## config.mk

```make
export PLATFORM = sky130hd
export DESIGN_NAME = instruction_fetch_unit_flat
export DESIGN_NICKNAME = d
export VERILOG_FILES = /design/src/rtl/instruction_fetch_unit_if.sv /design/src/rtl/instruction_fetch_unit.sv /design/src/flat_wrapper.sv
export SDC_FILE = /design/constraint.sdc
export NUM_CORES = 1
export LEC_CHECK = 0
export CORE_MARGIN = 3
export CORE_UTILIZATION = 45
export CTS_BUF_LIST = sky130_fd_sc_hd__clkbuf_4
export CTS_CLUSTER_DIAMETER = 120
export DETAILED_ROUTE_END_ITERATION = 6
export PLACE_DENSITY = 0.76
export REMOVE_ABC_BUFFERS = 1
export SLEW_MARGIN = 40
export SYNTH_ARGS = -nofsm -noshare
export SYNTH_HDL_FRONTEND = slang
export SYNTH_SLANG_ARGS = --single-unit
```

## constraint.sdc

```tcl
create_clock -name clk -period 9.6 [get_ports clk]
set_input_delay 2.4 -clock clk [delete_from_list [all_inputs] [get_ports clk]]
set_output_delay 2.4 -clock clk [all_outputs]
set_load 0.005 [all_outputs]
```

## src/rtl/instruction_fetch_unit_if.sv

```systemverilog
// rtl/instruction_fetch_unit_if.sv - instruction memory port between fetch unit and memory
interface instruction_fetch_unit_if;
  logic [31:0] imem_address;
  logic        imem_read;
  logic [31:0] imem_readdata;
  logic        imem_busywait;

  modport master (
    output imem_address,
    output imem_read,
    input  imem_readdata,
    input  imem_busywait
  );

  modport slave (
    input  imem_address,
    input  imem_read,
    output imem_readdata,
    output imem_busywait
  );
endinterface

```

## src/rtl/instruction_fetch_unit.sv

```systemverilog
// rtl/instruction_fetch_unit.sv - fetch PC, memory read sequencing, redirects and one-entry decode slot
module instruction_fetch_unit #(
  parameter logic [31:0] RESET_PC = 32'h0000_0000
) (
  input  logic                      clk,
  input  logic                      rst,
  instruction_fetch_unit_if.master  imem,
  input  logic                      branch_taken,
  input  logic [31:0]               branch_target,
  input  logic                      stall,
  output logic [31:0]               instruction,
  output logic [31:0]               pc_out,
  output logic                      valid
);

  localparam logic [31:0] RESET_PC_ALIGNED = RESET_PC & ~32'h3;

  typedef enum logic [1:0] {
    IDLE    = 2'd0,
    FETCH   = 2'd1,
    DISCARD = 2'd2
  } state_t;

  state_t      state, state_n;
  logic [31:0] pc, pc_n;
  logic [31:0] pending, pending_n;
  logic [31:0] instruction_n;
  logic [31:0] pc_out_n;
  logic        valid_n;
  logic [31:0] target_aligned;
  logic        take;

  assign target_aligned    = branch_target & ~32'h3;
  assign imem.imem_address = pc;
  assign imem.imem_read    = (state != IDLE);

  // A word is accepted only when memory is done, the slot is free or draining, and no redirect kills it.
  assign take = (state == FETCH) && !imem.imem_busywait && (!valid || !stall) && !branch_taken;

  always_ff @(posedge clk or posedge rst) begin
    if (rst) begin
      state       <= IDLE;
      pc          <= RESET_PC_ALIGNED;
      pending     <= 32'h0;
      instruction <= 32'h0;
      pc_out      <= 32'h0;
      valid       <= 1'b0;
    end else begin
      state       <= state_n;
      pc          <= pc_n;
      pending     <= pending_n;
      instruction <= instruction_n;
      pc_out      <= pc_out_n;
      valid       <= valid_n;
    end
  end

  always_comb begin
    state_n       = state;
    pc_n          = pc;
    pending_n     = pending;
    instruction_n = instruction;
    pc_out_n      = pc_out;
    valid_n       = valid;

    case (state)
      IDLE: begin
        state_n = FETCH;
        if (branch_taken) begin
          pc_n    = target_aligned;
          valid_n = 1'b0;
        end
      end

      FETCH: begin
        if (branch_taken) begin
          valid_n = 1'b0;
          if (imem.imem_busywait) begin
            pending_n = target_aligned;
            state_n   = DISCARD;
          end else begin
            pc_n = target_aligned;
          end
        end else if (take) begin
          instruction_n = imem.imem_readdata;
          pc_out_n      = pc;
          valid_n       = 1'b1;
          pc_n          = pc + 32'd4;
        end else if (valid && !stall) begin
          valid_n = 1'b0;
        end
      end

      DISCARD: begin
        // The newest redirect wins, even on the edge the drained access completes.
        if (branch_taken) begin
          pending_n = target_aligned;
          valid_n   = 1'b0;
        end
        if (!imem.imem_busywait) begin
          pc_n    = branch_taken ? target_aligned : pending;
          state_n = FETCH;
        end
      end

      default: begin
        state_n = IDLE;
        valid_n = 1'b0;
      end
    endcase
  end

endmodule

```

## src/flat_wrapper.sv

```systemverilog
// flat-port wrapper written by rule: the top's interface ports become plain ports
module instruction_fetch_unit_flat 
#(
  parameter logic [31:0] RESET_PC = 32'h0000_0000
)
  (clk, rst, branch_taken, branch_target, stall, instruction, pc_out, valid, imem_imem_address, imem_imem_read, imem_imem_readdata, imem_imem_busywait);
  instruction_fetch_unit_if imem_i ();
  input  logic clk;
  input  logic rst;
  input  logic branch_taken;
  input  logic [31:0] branch_target;
  input  logic stall;
  output logic [31:0] instruction;
  output logic [31:0] pc_out;
  output logic valid;
  output wire logic [$bits(imem_i.imem_address)-1:0] imem_imem_address;
  output wire logic [$bits(imem_i.imem_read)-1:0] imem_imem_read;
  input wire logic [$bits(imem_i.imem_readdata)-1:0] imem_imem_readdata;
  input wire logic [$bits(imem_i.imem_busywait)-1:0] imem_imem_busywait;
  assign imem_imem_address = imem_i.imem_address;
  assign imem_imem_read = imem_i.imem_read;
  assign imem_i.imem_readdata = imem_imem_readdata;
  assign imem_i.imem_busywait = imem_imem_busywait;
  instruction_fetch_unit #(.RESET_PC(RESET_PC)) u_core (.clk(clk), .rst(rst), .imem(imem_i), .branch_taken(branch_taken), .branch_target(branch_target), .stall(stall), .instruction(instruction), .pc_out(pc_out), .valid(valid));
endmodule
```

==> out/qor.txt <==
Die ar. - 15900 µm²
Worst Path Required - 10040 ps
Status - completed
Yosys cell types - 65
GRT Overall Usage - 22.4%
Skew-Pair Late Insertion Delay - 550 ps
Placed cell count - 894
Hold Crit Class - flop to flop
Area delta synth->final - 32.6%
CTS sink cnt - 131
Slew Limit Fails - 0
Synthesized area - 6500 µm²
CTS tree - yes
Fin nets - 808
Internal - 1.82 mW
Share of the synthesized area in the top cell type - 50.4%
Part of the power in registers - 36.5%
Initial Util - 46.5%
Logic pwr share - 48.1%
Clock skew - 14.1 ps
Hold Slack - 509 ps
Yosys warns - 0
Final Hold Viols - 0
CP Class - primary input to flop
Most frequent cells in the layout - clkdlybuf4s50_1, dfrtp_1, mux2_2, o21ai_0, nand2_1
Top cells by area, synth - dfrtp_1, mux2_2, o21ai_0, nand2_1, clkbuf_1
Switching share of total power - 36.7%
Setup TNS - 0 ps
Die Y - 126 µm
Slew of the pin with the lowest slew margin - 822 ps
Std-Cell Rows - 43
CTS buffer count - 17
Vias - 5457
Slew HR - 45.2%
I/O Pins - 167
Async SR Flop Fraction - 100%
Final std cells w/o fill - 927
Critical Path End Type - flop
Pre-antenna DRT Iters - 5
Critical path peak fanout - 32
Detailed placer's ending HPWL - 11800 µm
Net Sw Power - 1.06 mW
P_leak - 3.46 nW
Fin worst setup slack - 4980 ps
Max-Cap Viols - 0
Leading cell type in the layout, fill and taps excluded - clkdlybuf4s50_1
Max Clk Rate - 0.217 GHz
Port buffer count - 164
Post-CTS Setup Bufs - 0
Antenna violations before repair - 1
RSZ-0062 raised after global routing - false
Largest net degree at the start of global routing - 80
Sequential fraction of the synthesis area - 50.4%
Starting DRT DRC Count - 585
Layout cells sized above 1 - 20.6%
ANT nets after route - 0
Dominant cell type by area after synthesis - dfrtp_1
Ys flop type - dfrtp_1
Synthesized area per cell - 11.1 µm²
Final setup viols - 0
VDD IR-drop max - 0.000146 V
Fillers - 1142
Total gr overflow - 0
Drt total wl - 17400 µm
Root buffer cell - clkbuf_4
CTS H-tree depth - 4
Core area - 14000 µm²
Yosys reg bits - 131
Worst slack, placed - 4490 ps
Hold path startpoint - u_core.pending[0]$_DFFE_PP0P_
Tcrit/Tclk final - 48.1%
WL/cell - 18.8 µm
First-pass GRT wire length - 28400 µm
GPL Wtd Cong - 0.844
DRC violations left - 0
Die X - 126 µm
Post-Synthesis Cells - 586
Vias in the first global route - 5575
Data arrival time at the worst-slack endpoint - 5060 ps
Post-route minimum period - 4620 ps
Via/cell ratio - 5.89
Crit path from - branch_taken
Pwr per Cell Area - 334 nW/µm²
RR Startpoint - u_core.state[1]$_DFFE_PP0P_
PostCTS Resize Cnt - 0
Clock Power Share - 15.4%
CTS Hold Bufs - 0
Post-synth EDFFs - 0
Startpoint class of the critical path - primary input
CTS max path bufs - 2
Worst-path clk slew - 120 ps
-- metrics by stage --
stage / power (mW) / utilization [%] / instance area, µm²
6_report: 2.88 / 61.6 / 8620
5_1_grt: 3.08 / 61.6 / 8620
4_1_cts: 2.89 / 61.6 / 8620
3_5_place_dp: 2.44 / 59.1 / 8270
3_3_place_gp: 2.37 / 59.1 / 8270
2_1_floorplan: 1.74 / - / 6320
-- sequential cells by signal, summed over array words and instances (netlist names) --
name / flops
u_core.state: 2
u_core.imem.imem_address: 32
u_core.valid: 1
u_core.instruction: 32
u_core.pending: 32
u_core.pc_out: 32
-- layer usage --
| layer | wire, µm | GRT usage (%) |
|---|---|---|
| met1 | 7320 | 28.7 |
| met2 | 8650 | 36.9 |
| met3 | 1140 | 5.85 |
| met4 | 313 | 8.39 |
| met5 | 0 | 0 |
-- cell families (layout without fill, tap and decap cells) --
group / Yosys count / count (layout) / share of synthesized area, %
AOI/OAI and AO/OA: 153 / 153 / 16.3
buffers and inverters: 57 / 217 / 3.48
other: 0 / 1 / 0
and+or+nand+nor: 135 / 135 / 10.8
muxes: 100 / 100 / 17.3
DFF: 131 / 131 / 50.4
xor gates and xnor gates: 4 / 4 / 0.539
adders and majority gates: 6 / 6 / 1.15
-- layout make-up --
class	instances	area, µm²	share of cell area [%]
clock inverters	14	210	2.44
multi-input cells	398	3010	34.9
diodes	1	2.50	0.0290
flip-flops and latches	131	3280	38.0
well taps	180	225	2.61
repair buffers	173	1710	19.8
clock buffers	18	135	1.57
inverters	12	50.0	0.581
-- path summary, 6_finish.rpt --
kind	endpoint	slack (ps)	depth (start not counted)
setup / recovery	u_core.imem.imem_address[30]$_DFFE_PP0P_	4980	7
hold / removal	u_core.pending[0]$_DFFE_PP0P_	510	1
setup reg to reg	u_core.instruction[30]$_DFFE_PP0P_	6310	7
hold reg to reg	u_core.pending[0]$_DFFE_PP0P_	510	1
max in group asynchronous	u_core.pending[6]$_DFFE_PP0P_	6080	3
min in group asynchronous	u_core.pc_out[1]$_DFFE_PP0P_	2340	2
-- power by group through the flow --
| stage | Sequential, mW | Clock, mW | Combinational [mW] |
|---|---|---|---|
| floorplan | 1.02 | 0 | 0.721 |
| global placement | 1.04 | 0 | 1.33 |
| detailed placement | 1.06 | 0 | 1.38 |
| CTS | 1.05 | 0.458 | 1.39 |
| global route | 1.09 | 0.485 | 1.51 |
| finish | 1.05 | 0.444 | 1.38 |
-- cell usage after synthesis (all sizes together), types with 5 or more instances --
| library cell | instances |
|---|---|
| dfrtp | 131 |
| mux2 | 99 |
| o21ai | 45 |
| nand2 | 35 |
| clkbuf | 33 |
| nor2 | 27 |
| a21oi | 16 |
| nand3 | 14 |
| buf | 12 |
| nor3 | 12 |
| a31oi | 11 |
| inv | 11 |
| nand4 | 11 |
| a211oi | 8 |
| nor4 | 7 |
| a22o | 6 |
| a22oi | 6 |
| ha | 6 |
| o2bb2ai | 6 |
| o31ai | 6 |
| and2 | 5 |
| o31a | 5 |
-- critical path, stage by stage --
cell,delay [ps]
clkdlybuf4s50_1,450
buf_4,330
clkinv_1,380
a21oi_1,430
and2_2,620
o21ai_0,240
o2bb2ai_1,170
Note: power is estimated with default switching activity, not from simulation.
